===== config.mk =====
export PLATFORM = sky130hd
export DESIGN_NAME = pe_array_token_sequencer
export DESIGN_NICKNAME = d
export VERILOG_FILES = /design/src/rtl/token_engine_pkg.sv /design/src/rtl/fifo_ready_reduce.sv /design/src/rtl/pe_array_token_sequencer.sv
export SDC_FILE = /design/constraint.sdc
export NUM_CORES = 1
export LEC_CHECK = 0
export CELL_PAD_IN_SITES_DETAIL_PLACEMENT = 0
export CELL_PAD_IN_SITES_GLOBAL_PLACEMENT = 1
export CORE_AREA = 3 3 152 154
export CTS_CLUSTER_DIAMETER = 200
export DETAILED_ROUTE_END_ITERATION = 8
export DIE_AREA = 0 0 155 157
export PLACE_DENSITY_LB_ADDON = 0.1
export SLEW_MARGIN = 25
export SYNTH_ARGS = -nofsm -noshare
export SYNTH_HDL_FRONTEND = slang
export SYNTH_SLANG_ARGS = --single-unit

===== constraint.sdc =====
create_clock -name clk -period 2.3 [get_ports clk]
set_clock_uncertainty 0.05 [all_clocks]
set_input_delay 0.23 -clock clk [delete_from_list [all_inputs] [get_ports clk]]
set_output_delay 0.23 -clock clk [all_outputs]
set_load 0.02 [all_outputs]

===== src/rtl/token_engine_pkg.sv =====
// Shared types and constants for the PE-array token sequencer.
package token_engine_pkg;

  localparam int PE_ARRAY_DIM = 32;
  localparam int DRAIN_CYCLES = 32;

  localparam logic [1:0] LT_PW  = 2'b00;
  localparam logic [1:0] LT_DW  = 2'b01;
  localparam logic [1:0] LT_STD = 2'b10;

  typedef enum logic [2:0] {
    ST_IDLE,
    ST_PREHEAT,
    ST_NORMAL,
    ST_DRAIN,
    ST_DONE
  } seq_state_e;

  // Bits [lim:0] set, the rest clear.
  function automatic logic [PE_ARRAY_DIM-1:0] prefix_mask(input logic [4:0] lim);
    logic [PE_ARRAY_DIM-1:0] m;
    for (int i = 0; i < PE_ARRAY_DIM; i++) m[i] = (i <= int'(lim));
    return m;
  endfunction

endpackage


===== src/rtl/fifo_ready_reduce.sv =====
// Masked AND-reduction of per-column ready; columns above limit are don't-care.
module fifo_ready_reduce
  import token_engine_pkg::*;
(
  input  logic [PE_ARRAY_DIM-1:0] mask,
  input  logic [PE_ARRAY_DIM-1:0] ready,
  input  logic [4:0]              limit,
  output logic                    all_ready
);

  logic [PE_ARRAY_DIM-1:0] col_ok;

  for (genvar j = 0; j < PE_ARRAY_DIM; j++) begin : g_col
    assign col_ok[j] = ready[j] | ~mask[j] | (int'(limit) < j);
  end

  assign all_ready = &col_ok;

endmodule


===== src/rtl/pe_array_token_sequencer.sv =====
// Sequences a PE-array job through preheat, normal token loop and drain.
// Optional stall counter output enabled by defining SEQ_PERF_CNT_EN.
module pe_array_token_sequencer
  import token_engine_pkg::*;
(
  input  logic        clk,
  input  logic        rst_n,
  input  logic        start_i,
  input  logic [1:0]  layer_type_i,
  input  logic [31:0] col_en_mask_i,
  input  logic [15:0] num_tokens_i,
  input  logic [31:0] ifmap_fifo_empty_i,
  input  logic [31:0] ipsum_fifo_empty_i,
  input  logic [31:0] opsum_fifo_full_i,
  output logic        preheat_state_o,
  output logic        normal_loop_state_o,
  output logic [31:0] ifmap_fifo_pop_matrix_o,
  output logic [31:0] ipsum_fifo_pop_matrix_o,
  output logic [31:0] opsum_fifo_push_matrix_o,
  output logic        pe_array_move_o,
  output logic        busy_o,
  output logic        done_o
`ifdef SEQ_PERF_CNT_EN
  ,
  output logic [31:0] stall_cnt_o
`endif
);

  seq_state_e  state, state_nxt;
  logic [1:0]  layer_q;
  logic [31:0] mask_q;
  logic [15:0] ntok_q;
  logic [4:0]  k_q;
  logic [15:0] tok_cnt_q;
  logic [4:0]  drain_cnt_q;

  logic        bypass;
  logic [4:0]  if_limit;
  logic        if_rdy, ip_rdy, op_rdy;
  logic        step, nmove, dmove;
  logic        accept;

  assign bypass   = (layer_q == LT_DW);
  // Preheat only waits on the growing prefix of columns; elsewhere all columns count.
  assign if_limit = (state == ST_PREHEAT) ? k_q : 5'd31;

  fifo_ready_reduce u_if_rdy (
    .mask(mask_q), .ready(~ifmap_fifo_empty_i), .limit(if_limit), .all_ready(if_rdy)
  );
  fifo_ready_reduce u_ip_rdy (
    .mask(mask_q), .ready(~ipsum_fifo_empty_i | {32{bypass}}), .limit(5'd31), .all_ready(ip_rdy)
  );
  fifo_ready_reduce u_op_rdy (
    .mask(mask_q), .ready(~opsum_fifo_full_i), .limit(5'd31), .all_ready(op_rdy)
  );

  assign accept = (state == ST_IDLE) && start_i;
  assign step   = (state == ST_PREHEAT) && if_rdy;
  assign nmove  = (state == ST_NORMAL) && if_rdy && ip_rdy && op_rdy;
  assign dmove  = (state == ST_DRAIN) && op_rdy;
  assign busy_o = (state != ST_IDLE);

  always_comb begin
    state_nxt                = state;
    preheat_state_o          = 1'b0;
    normal_loop_state_o      = 1'b0;
    ifmap_fifo_pop_matrix_o  = '0;
    ipsum_fifo_pop_matrix_o  = '0;
    opsum_fifo_push_matrix_o = '0;
    pe_array_move_o          = 1'b0;
    done_o                   = 1'b0;
    unique case (state)
      ST_IDLE: if (start_i) state_nxt = ST_PREHEAT;
      ST_PREHEAT: begin
        preheat_state_o = 1'b1;
        if (step) begin
          ifmap_fifo_pop_matrix_o = mask_q & prefix_mask(k_q);
          if (k_q == 5'd31) state_nxt = (ntok_q != '0) ? ST_NORMAL : ST_DRAIN;
        end
      end
      ST_NORMAL: begin
        normal_loop_state_o = 1'b1;
        if (nmove) begin
          pe_array_move_o          = 1'b1;
          ifmap_fifo_pop_matrix_o  = mask_q;
          ipsum_fifo_pop_matrix_o  = bypass ? '0 : mask_q;
          opsum_fifo_push_matrix_o = mask_q;
          if (tok_cnt_q + 16'd1 == ntok_q) state_nxt = ST_DRAIN;
        end
      end
      ST_DRAIN: begin
        if (dmove) begin
          pe_array_move_o          = 1'b1;
          opsum_fifo_push_matrix_o = mask_q;
          if (drain_cnt_q == 5'(DRAIN_CYCLES - 1)) state_nxt = ST_DONE;
        end
      end
      ST_DONE: begin
        done_o    = 1'b1;
        state_nxt = ST_IDLE;
      end
      default: state_nxt = ST_IDLE;
    endcase
  end

  always_ff @(posedge clk) begin
    if (!rst_n) begin
      state       <= ST_IDLE;
      layer_q     <= '0;
      mask_q      <= '0;
      ntok_q      <= '0;
      k_q         <= '0;
      tok_cnt_q   <= '0;
      drain_cnt_q <= '0;
    end else begin
      state <= state_nxt;
      if (accept) begin
        layer_q     <= layer_type_i;
        mask_q      <= col_en_mask_i;
        ntok_q      <= num_tokens_i;
        k_q         <= '0;
        tok_cnt_q   <= '0;
        drain_cnt_q <= '0;
      end else begin
        if (step)  k_q         <= k_q + 5'd1;
        if (nmove) tok_cnt_q   <= tok_cnt_q + 16'd1;
        if (dmove) drain_cnt_q <= drain_cnt_q + 5'd1;
      end
    end
  end

`ifdef SEQ_PERF_CNT_EN
  logic [31:0] stall_q;

  always_ff @(posedge clk) begin
    if (!rst_n)                                            stall_q <= '0;
    else if (accept)                                       stall_q <= '0;
    else if (busy_o && !(step || nmove || dmove) && (stall_q != '1)) stall_q <= stall_q + 32'd1;
  end

  assign stall_cnt_o = stall_q;
`endif

endmodule


==> results.ini <==
[timing]
slew_viol_final = 0
hold_viol = 0
fin_crit_sh = 1.31
setup_tns_ns = -66.19
max_freq_mhz = 331
worst_slack_ns = -0.723
rsz0062_at_grt = yes
slew_headroom = 0.465
setup_viol = 117
min_period_ns = 3.02
worstMarginPinSlew_ns = 0.792

[logic_synthesis]
synth_edf_count = 0
synth_top_area_frac = 0.271
synth_area_leaders = dfxtp_1 (27%), nand2_1 (9.9%), a21boi_0 (7.7%), nor2b_1 (4.4%), a22oi_1 (4.4%)
synth_area_leader_cell = dfxtp_1
ys_ff_latch = 79
synthCells = 805
avgSynthCellArea_um2 = 7.25
synth_fp_nets = 961
ys_dominant_reg_cell = dfxtp_1
async_flop_share = 0
synthDistinctLibCells = 67
ys_seq_area_frac = 0.271
synth_area_mm2 = 0.00584
yosysWarnings = 0

[placed_design]
portBuffers = 249
globalplace.congestion = 0.965
dp_cells = 1464
dp_hpwl_um = 26500

[layout]
fillCellCount = 2084
syn2layout_area_growth_pct = 99.4
final_cell_mix = buf_4 (194), nand2_1 (151), clkdlybuf4s50_1 (150)
drive_gt1_frac = 0.424
nets = 1381
register_area_mm2 = 0.00162
multi_input_area_mm2 = 0.00472
final_cells = 1515
final_common_cell = buf_4

[global_routing]
overflow = 0
grt_pass1_vias = 7749
grt_pass1_wl_um = 48500
track_usage = 0.264
grt_antenna_before_repair = 6
grt_max_degree = 56

[cts]
clk_latency_ns = 0.34
cts_tree = done
clock_path_buffers = 2
postCtsHoldBufs = 0
h-tree-depth = 3
clock-sinks = 79
cts_buffers = 9
cts_root_buf = clkbuf_16
clk_pin_slew_ns = 0.07

[routing]
wire_per_inst_um = 22.1
drt_iter0_markers = 456
finalWirelength_um = 33500
vias_per_cell = 5.25
dr.pass1.iters = 5
drc = 0
route.vias.total = 7951
ant_nets = 0

[floorplan]
die_h_um = 157
pin_count = 250
die-width_um = 155
die_area_mm2 = 0.0243
core_mm2 = 0.0218
rows = 54
initial_core_util = 0.267

[outcome]
violations = setup timing
status = finished with violations

[power_and_ir_drop]
p_leak_nw = 4.57
p_per_area_mw_per_mm2 = 454
peakVddDrop_uv = 344

[critical_path]
start_kind = register
end_kind = output port
critPathMaxStageDelay_ns = 0.39
critical_path_class = reg2out
worstPathCellList = or3b_4 > buf_6 > clkinv_8 > nand3_2 > nand3_2 > nand4_2 > nor2_4 > and3_4 > nor2_4 > buf_6 > buf_12 > nor2b_4 > buf_6
cp_max_fo = 8
r2r.worst_path.cells = 13
crit_arrival_ns = 2.74
cp.required_ns = 2.02
crit_path_top_delay_cell = or3b_4
crit_top_cell = buf_6

[min_path]
worstHoldPathType = in2reg
hold_depth = 3

[flow_run]
cap_viol_max_count = 0

## final cells by class
class                   count  share of cell area
diodes                      5             0.00108
clock buffers              11              0.0217
clock inverters             5             0.00344
inverters                  14             0.00581
multi-input cells         649               0.405
flip-flops and latches     79               0.139
well taps                 280              0.0301
repair buffers            472               0.394
## cell families (layout without fill, tap and decap cells)
kind of cell / after synthesis / count (layout) / synth area share
AO/OA/AOI/OAI: 229 / 229 / 0.274
AND/OR/NAND/NOR: 383 / 383 / 0.334
adder cells (fa/ha/maj): 7 / 7 / 0.0150
XOR/XNOR: 27 / 27 / 0.0405
flip-flops: 79 / 79 / 0.271
other: 0 / 5 / 0
multiplexers: 3 / 3 / 0.00514
buffers and inverters: 77 / 502 / 0.0607
## power by group
part	switching (mW)	internal, mW
sequential	0.213	1.48
combinational	1.05	1.11
clock	0.629	0.797
total	1.89	3.39
## layer usage
| layer | up-vias | GRT usage | share of wire |
|---|---|---|---|
| met2 | 352 | 0.416 | 0.45 |
| li1 | 3752 | - | - |
| met3 | 66 | 0.0539 | 0.070 |
| met1 | 3779 | 0.357 | 0.44 |
| met5 | - | 0 | 0.00039 |
| met4 | 2 | 0.0967 | 0.036 |
## critical path: cells and delay by family, from the launching register on
| family | cells | cell delay (ns) |
|---|---|---|
| buffers and inverters | 5 | 0.63 |
| DFF | 1 | 0.32 |
| and+or+nand+nor | 8 | 1.45 |
## synth_stat cells (all sizes together) (5+ instances only)
master and count:
nor2 32, xor2 14, nand3 34, o21ai 28
a31oi 5, nor3b 5, buf 19, a22oi 34
a21boi 60, and2 10, dfxtp 79, clkbuf 44
nand2 154, xnor2 13, inv 12, nor2b 41
o211ai 7, a221oi 5, and3 35, ha 7
nand4 24, o21a 13, nor3 19, nor4 5
a21oi 40, or3 8, o31ai 6
## repair_timing
item / 4_1_cts / 5_1_grt
pin swaps: 11 / 35
buffers inserted: 11 / 17
gates resized for setup: 525 / 163
gates cloned: 2 / 5
setup endpoints to repair: 120 / 123
## state kept, by name (all words and copies together), names as in the netlist
register	cells
drain_cnt_q	5
k_q	5
layer_q	2
tok_cnt_q	16
ntok_q	16
state	3
mask_q	32
## through the flow
| stage | total power [mW] | setup slack [ns] | utilization | area, um2 | hold slack, ns |
|---|---|---|---|---|---|
| after floorplan | 2.50 | -0.233 | - | 6420 | 0.325 |
| after global placement | 3.63 | -1.14 | 0.479 | 10500 | 0.405 |
| after detailed placement | 3.63 | -1.15 | 0.479 | 10500 | 0.406 |
| after CTS | 5.16 | -0.782 | 0.505 | 11000 | 0.386 |
| after global routing | 5.54 | -0.828 | 0.533 | 11600 | 0.391 |
| final | 5.29 | -0.723 | 0.533 | 11600 | 0.392 |
## path summary, 6_finish.rpt
| check | start | to | slack [ns] |
|---|---|---|---|
| setup / recovery | state[1] | opsum_fifo_push_matrix_o[12] | -0.72 |
| setup reg to reg | state[1] | tok_cnt_q[5] | -0.39 |
| hold / removal | col_en_mask_i[8] | mask_q[8] | 0.39 |
| hold reg to reg | layer_q[1] | layer_q[1] | 0.41 |
(Power assumes the default switching activity.)
